[config.mk]
export PLATFORM = sky130hd
export DESIGN_NAME = arduino_link_rx_flat
export DESIGN_NICKNAME = d
export VERILOG_FILES = /design/src/rtl/arduino_link_rx_if.sv /design/src/rtl/arduino_link_rx.sv /design/src/flat_wrapper.sv
export SDC_FILE = /design/constraint.sdc
export NUM_CORES = 1
export LEC_CHECK = 0
export BUFFER_PORTS_ARGS = -buffer_cell sky130_fd_sc_hd__buf_2
export CORE_MARGIN = 10
export CORE_UTILIZATION = 50
export CTS_CLUSTER_DIAMETER = 40
export DETAILED_ROUTE_END_ITERATION = 10
export PLACE_DENSITY = 0.81
export SYNTH_ARGS = -nofsm -noshare
export SYNTH_HDL_FRONTEND = slang
export SYNTH_SLANG_ARGS = --single-unit
[constraint.sdc]
create_clock -name clock -period 3.3 [get_ports clock]
set_input_delay 0.66 -clock clock [delete_from_list [all_inputs] [get_ports clock]]
set_output_delay 0.66 -clock clock [all_outputs]
set_load 0.1 [all_outputs]
[src/rtl/arduino_link_rx_if.sv]
// Serial link bundle between the Arduino line and the game top level.
// rx flows in; decoded pulses, key map and debug state flow out.
interface arduino_link_rx_if #(
   parameter int N_TECLAS = 13
);
   logic                rx;
   logic                right_arrow_pressed;
   logic                left_arrow_pressed;
   logic                enter_pressed;
   logic [N_TECLAS-1:0] botoes;
   logic [7:0]          dado_recebido;
   logic                pronto;
   logic                erro_quadro;
   logic                comando_invalido;
   logic [2:0]          db_estado;

   // Arduino / consumer side: drives the line, observes decoded results.
   modport master (
      output rx,
      input  right_arrow_pressed, left_arrow_pressed, enter_pressed,
      input  botoes, dado_recebido, pronto, erro_quadro, comando_invalido,
      input  db_estado
   );

   // Receiver side.
   modport slave (
      input  rx,
      output right_arrow_pressed, left_arrow_pressed, enter_pressed,
      output botoes, dado_recebido, pronto, erro_quadro, comando_invalido,
      output db_estado
   );
endinterface

[src/rtl/arduino_link_rx.sv]
// UART 8N1 receiver decoding Arduino command bytes into menu pulses and a held key map.
// Latency: outputs update 1 clock after the stop-bit sample edge (~2 clocks sync + 9.5 bit times from start edge).
// Backpressure: none; the serial line is free-running and every decoded pulse lasts exactly one clock.
module arduino_link_rx #(
   parameter int CLOCK_FREQ = 50_000_000,
   parameter int BAUD       = 9600,
   parameter int N_TECLAS   = 13
) (
   input  logic             clock,
   input  logic             reset,
   arduino_link_rx_if.slave link
);
   localparam int CLKS_PER_BIT = CLOCK_FREQ / BAUD;
   localparam int CNT_W        = $clog2(CLKS_PER_BIT);
   localparam logic [CNT_W-1:0] FIM_BIT  = CNT_W'(CLKS_PER_BIT - 1);
   localparam logic [CNT_W-1:0] MEIO_BIT = CNT_W'(CLKS_PER_BIT / 2 - 1);

   typedef enum logic [2:0] {
      OCIOSO     = 3'd0,
      INICIO     = 3'd1,
      DADOS      = 3'd2,
      PARADA     = 3'd3,
      DECODIFICA = 3'd4,
      ESPERA     = 3'd5
   } estado_t;

   estado_t             estado, prox_estado;
   logic                rx_meta, rx_s;
   logic [1:0]          sync_valido;
   logic                armado;
   logic [CNT_W-1:0]    cnt;
   logic [2:0]          bit_idx;
   logic [7:0]          byte_sr;

   logic                tick;
   logic                amostra_bit;
   logic                decodifica;
   logic                falha_quadro;
   logic [5:0]          tecla;
   logic                tecla_ok;
   logic [N_TECLAS-1:0] mascara;
   logic                cmd_right, cmd_left, cmd_enter;
   logic                cmd_press, cmd_release, cmd_zero, cmd_invalido;

   logic                right_q, left_q, enter_q, pronto_q, erro_q, invalido_q;
   logic [N_TECLAS-1:0] botoes_q;
   logic [7:0]          dado_q;

   // Start detection stays disarmed after reset until the line has been seen idle
   // through a filled synchroniser, so a reset mid-frame cannot lock onto a data bit.
   always_ff @(posedge clock) begin
      if (reset) begin
         rx_meta     <= 1'b1;
         rx_s        <= 1'b1;
         sync_valido <= 2'b00;
         armado      <= 1'b0;
      end else begin
         rx_meta     <= link.rx;
         rx_s        <= rx_meta;
         sync_valido <= {sync_valido[0], 1'b1};
         if (sync_valido[1] && rx_s)
            armado <= 1'b1;
      end
   end

   // State register
   always_ff @(posedge clock) begin
      if (reset)
         estado <= OCIOSO;
      else
         estado <= prox_estado;
   end

   // Next-state logic
   always_comb begin
      prox_estado = estado;
      unique case (estado)
         OCIOSO:     if (armado && !rx_s) prox_estado = INICIO;
         INICIO:     if (tick) prox_estado = rx_s ? OCIOSO : DADOS;
         DADOS:      if (tick && bit_idx == 3'd7) prox_estado = PARADA;
         PARADA:     if (tick) prox_estado = rx_s ? DECODIFICA : ESPERA;
         DECODIFICA: prox_estado = OCIOSO;
         ESPERA:     if (rx_s) prox_estado = OCIOSO;
         default:    prox_estado = OCIOSO;
      endcase
   end

   // Output/control decode
   always_comb begin
      tick         = ((estado == INICIO) && (cnt == MEIO_BIT)) ||
                     (((estado == DADOS) || (estado == PARADA)) && (cnt == FIM_BIT));
      amostra_bit  = (estado == DADOS) && tick;
      decodifica   = (estado == DECODIFICA);
      falha_quadro = (estado == PARADA) && tick && !rx_s;

      tecla        = byte_sr[5:0];
      tecla_ok     = (32'(tecla) < N_TECLAS);
      mascara      = N_TECLAS'(1) << tecla;
      cmd_right    = (byte_sr == 8'h52);
      cmd_left     = (byte_sr == 8'h4C);
      cmd_enter    = (byte_sr == 8'h45);
      cmd_press    = (byte_sr[7:6] == 2'b10) && tecla_ok;
      cmd_release  = (byte_sr[7:6] == 2'b11) && tecla_ok;
      cmd_zero     = (byte_sr == 8'h00);
      cmd_invalido = !(cmd_right || cmd_left || cmd_enter ||
                       cmd_press || cmd_release || cmd_zero);
   end

   // Bit timer restarts on every state entry and on every terminal count.
   always_ff @(posedge clock) begin
      if (reset || (prox_estado != estado) || tick)
         cnt <= '0;
      else
         cnt <= cnt + CNT_W'(1);
   end

   always_ff @(posedge clock) begin
      if (reset) begin
         bit_idx <= 3'd0;
         byte_sr <= 8'h00;
      end else if (estado == INICIO) begin
         bit_idx <= 3'd0;
      end else if (amostra_bit) begin
         bit_idx <= bit_idx + 3'd1;
         byte_sr <= {rx_s, byte_sr[7:1]};
      end
   end

   // Registered results; pulses are rebuilt from scratch every clock so they never stretch.
   always_ff @(posedge clock) begin
      if (reset) begin
         right_q    <= 1'b0;
         left_q     <= 1'b0;
         enter_q    <= 1'b0;
         pronto_q   <= 1'b0;
         erro_q     <= 1'b0;
         invalido_q <= 1'b0;
         botoes_q   <= '0;
         dado_q     <= 8'h00;
      end else begin
         right_q    <= decodifica && cmd_right;
         left_q     <= decodifica && cmd_left;
         enter_q    <= decodifica && cmd_enter;
         pronto_q   <= decodifica;
         erro_q     <= falha_quadro;
         invalido_q <= decodifica && cmd_invalido;
         if (decodifica) begin
            dado_q <= byte_sr;
            if (cmd_zero)
               botoes_q <= '0;
            else if (cmd_press)
               botoes_q <= botoes_q | mascara;
            else if (cmd_release)
               botoes_q <= botoes_q & ~mascara;
         end
      end
   end

   assign link.right_arrow_pressed = right_q;
   assign link.left_arrow_pressed  = left_q;
   assign link.enter_pressed       = enter_q;
   assign link.pronto              = pronto_q;
   assign link.erro_quadro         = erro_q;
   assign link.comando_invalido    = invalido_q;
   assign link.botoes              = botoes_q;
   assign link.dado_recebido       = dado_q;
   assign link.db_estado           = estado;
endmodule

[src/flat_wrapper.sv]
// flat-port wrapper written by rule: the top's interface ports become plain ports
module arduino_link_rx_flat 
#(
   parameter int CLOCK_FREQ = 50_000_000,
   parameter int BAUD       = 9600,
   parameter int N_TECLAS   = 13
)
  (clock, reset, link_rx, link_right_arrow_pressed, link_left_arrow_pressed, link_enter_pressed, link_botoes, link_dado_recebido, link_pronto, link_erro_quadro, link_comando_invalido, link_db_estado);
  arduino_link_rx_if #(.N_TECLAS(N_TECLAS)) link_i ();
  input  logic clock;
  input  logic reset;
  input wire logic [$bits(link_i.rx)-1:0] link_rx;
  output wire logic [$bits(link_i.right_arrow_pressed)-1:0] link_right_arrow_pressed;
  output wire logic [$bits(link_i.left_arrow_pressed)-1:0] link_left_arrow_pressed;
  output wire logic [$bits(link_i.enter_pressed)-1:0] link_enter_pressed;
  output wire logic [$bits(link_i.botoes)-1:0] link_botoes;
  output wire logic [$bits(link_i.dado_recebido)-1:0] link_dado_recebido;
  output wire logic [$bits(link_i.pronto)-1:0] link_pronto;
  output wire logic [$bits(link_i.erro_quadro)-1:0] link_erro_quadro;
  output wire logic [$bits(link_i.comando_invalido)-1:0] link_comando_invalido;
  output wire logic [$bits(link_i.db_estado)-1:0] link_db_estado;
  assign link_i.rx = link_rx;
  assign link_right_arrow_pressed = link_i.right_arrow_pressed;
  assign link_left_arrow_pressed = link_i.left_arrow_pressed;
  assign link_enter_pressed = link_i.enter_pressed;
  assign link_botoes = link_i.botoes;
  assign link_dado_recebido = link_i.dado_recebido;
  assign link_pronto = link_i.pronto;
  assign link_erro_quadro = link_i.erro_quadro;
  assign link_comando_invalido = link_i.comando_invalido;
  assign link_db_estado = link_i.db_estado;
  arduino_link_rx #(.CLOCK_FREQ(CLOCK_FREQ), .BAUD(BAUD), .N_TECLAS(N_TECLAS)) u_core (.clock(clock), .reset(reset), .link(link_i));
endmodule
==> run_results.csv <==
group,metric,value,unit
routing,vias_per_cell,5.58,
power_and_ir_drop,power.leakage,0.00112,uW
yosys,ys_ff_latch,59,
yosys,async_flop_share,0,
floorplan,die_area,8620,um^2
layout,drive_gt1_frac,0.161,
yosys,avgSynthCellArea,8.40,um^2
global_route,grt_use_met2,0.223,
setup_path,critPathLaunchType,"register",
floorplan,core_area,5140,um^2
routing,drc,0,
floorplan,rows,26,
clock_tree,cts_setup_buffers,0,
timing,fin_crit_sh,0.689,
routing,dr.first_iter.drc_count,206,
floorplan,top_level_ports,33,
floorplan,start_util,0.516,
global_route,overflow,0,
global_route,first_global_vias,2209,
placement,place_area,2790,um^2
clock_tree,cts-root-buf,"clkbuf_8",
yosys,synth_largest_area_cell,"dfxtp_1",
setup_path,worstPathArrival,2.47,ns
global_route,grt_start_max_net_pins,36,
yosys,ys_types,49,
yosys,ys_top_cells_by_count,"dfxtp_1 (59), nand2_1 (44), a21oi_1 (33), nor2_1 (29), o21ai_0 (17)",
yosys,syn-instance-count,316,
layout,layout.nets,343,
timing,maxSlewHeadroom,0.571,
clock_tree,cts_made_buffers,9,
power_and_ir_drop,p_per_area,431,nW/um^2
clock_tree,clk_path_buf_depth,2,
timing,min_period,2.27,ns
yosys,yosysWarningCount,0,
setup_path,r2r-end,"u_core.cnt[11]",
yosys,synth_area,2650,um^2
min_path,holdPathEnd,"u_core.rx_s",
yosys,synth_edf_count,0,
yosys,synth_seq_area_share,0.445,
global_route,grt_pass1_wl,10100,um
yosys,synth-main-ff-cell,"dfxtp_1",
placement,routabilityCongestion,0.863,
setup_path,worst_ep_required_time,3.50,ns
yosys,synth_nets,322,
global_route,grtUsageMet1,0.166,
setup_path,critPathCaptureType,"register",
global_route,grt_util_met3,0.0379,
placement,post-dp-hpwl,4130,um
clock_tree,cts_resized,0,
clock_tree,cts_tree,"yes",
clock_tree,clk_latency,0.33,ns
floorplan,die_x,92.9,um
min_path,hold_depth,1,
timing,drv_slew,0,
global_route,antenna_found_initial,0,
setup_path,r2r.worst_path.cells,5,
setup_path,r2r_start,"u_core.cnt[0]",
timing,hold_viol,0,
timing,finClkSkew,0.00687,ns
timing,setup_violations,0,
clock_tree,postCtsHoldBufs,0,
routing,vias,2298,
timing,rsz0062_at_grt,"false",
clock_tree,path_clk_slew,0.06,ns
run_status,status,"complete, no violations",
routing,drt_wl_total,5940,um
placement,port_buffers,32,
routing,drtAntennaViolNets,0,
clock_tree,cts.htree.levels,3,
timing,finalSetupTns,0,ns
global_route,track_usage,0.141,
job,cap_violations,0,
yosys,synth_area_leaders,"dfxtp_1 (45%), a21oi_1 (6.2%), nand2_1 (6.2%)",
timing,whs,0.412,ns
timing,max_freq,0.440,GHz
routing,post_drt_wl_per_cell,14.4,um
floorplan,die_h,92.9,um
setup_path,criticalPathCategory,"reg -> reg",
layout,fin_area,2950,um^2
routing,dr.pass1.iters,4,
layout,area_growth,11.0,%
clock_tree,cts.sink_count,59,
min_path,min-delay-start,"u_core.rx_meta",
power_and_ir_drop,irDropWorstVdd,0.214,mV
yosys,synth.most_common_cell,"dfxtp_1",
global_route,busiest_layer,"met2",
timing,tightestPinTransition,0.639,ns
setup_path,cp_max_fo,16,
yosys,synth_top_area_share,0.445,
setup_path,r2r_slack,1.03,ns
layout,antenna_cells,0,
min_path,min_path_type,"reg -> reg",
[final cells by class]
cell class,count,area (um^2)
Clock inverter,3,15.0
Timing Repair Buffer,32,160
Clock buffer,13,139
Sequential cell,59,1180
Fill cell,488,2190
Tap cell,70,87.6
Multi-Input combinational cell,226,1330
Inverter,9,33.8
[registers in the layout (all words and copies together), names as in the netlist]
signal                           count
u_core.rx_s                          1
u_core.link.botoes                  13
u_core.sync_valido                   2
u_core.rx_meta                       1
u_core.link.enter_pressed            1
u_core.byte_sr                       8
u_core.link.comando_invalido         1
u_core.link.left_arrow_pressed       1
u_core.bit_idx                       3
u_core.link.erro_quadro              1
u_core.link.db_estado                3
u_core.armado                        1
u_core.link.right_arrow_pressed      1
u_core.cnt                          13
u_core.link.dado_recebido            8
u_core.link.pronto                   1
[cells in the final DEF, fill, tap and decap left out, types with 2 or more instances in the layout]
master / instances
xnor2_1: 4
a21oi_1: 33
o21ai_0: 17
or4_1: 2
nand4_1: 6
clkbuf_8: 9
clkinv_2: 3
nand4b_1: 4
nor2_1: 29
inv_1: 8
nor3_1: 9
and4_1: 3
nor2b_1: 6
nand2b_1: 3
nand3_1: 12
nor3b_1: 2
and3_1: 2
nand2_1: 44
o211ai_1: 5
ha_1: 3
nor4bb_1: 5
o32ai_1: 5
clkbuf_1: 4
xor2_1: 9
or2_2: 2
dfxtp_1: 59
nor4_1: 2
buf_2: 32
[worst max-delay path by stage]
stage | startpoint | to | slack (ns) | cells past startpoint
finish | u_core.cnt[0] | u_core.cnt[11] | 1.03 | 5
global route | u_core.link.db_estado[1] | u_core.cnt[11] | 0.74 | 4
CTS | u_core.cnt[0] | u_core.cnt[11] | 1.02 | 5
detailed placement | reset | u_core.cnt[6] | 1.02 | 4
global placement | u_core.link.db_estado[0] | u_core.link.botoes[2] | 1.09 | 5
floorplan | u_core.link.db_estado[2] | u_core.link.botoes[1] | 0.98 | 6
[report_power, final]
group	leakage, uW	switching (uW)	total, uW	internal, uW
clock network	0.0000812	249	518	269
registers	0.000477	6.91	726	719
logic	0.000560	18.6	26.6	7.97
total	0.00112	274	1270	996
[metal layers]
layer	up-vias	wire, um
met3	6	463
met4	0	61
met1	1063	2570
met5	-	0
li1	1148	-
met2	81	2840
[per-stage QoR]
stage	utilization	instances	total power, uW	setup slack [ns]
CTS	0.573	412	1290	1.02
detailed placement	0.543	396	768	1.02
finish	0.573	412	1270	1.03
floorplan	-	316	762	0.982
global placement	0.543	396	767	1.09
global route	0.573	412	1320	0.742
[worst max-delay path: stages (launching register included)]
cell and delay (ns):
dfxtp_1 0.39, ha_1 0.25, nor3b_1 0.26, nand4_1 0.50, nand4_1 0.64, nor2_1 0.10
[cells by family (layout without fill, tap and decap cells)]
logic type      Yosys count  in the layout  synth area share
buf+inv                  31             57            0.0542
fa+ha+maj                 3              3            0.0141
flops                    59             59             0.445
simple gates            141            141             0.288
xor+xnor                 13             13            0.0429
compound gates           69             69             0.156
Power figures use the tool's default switching activity.
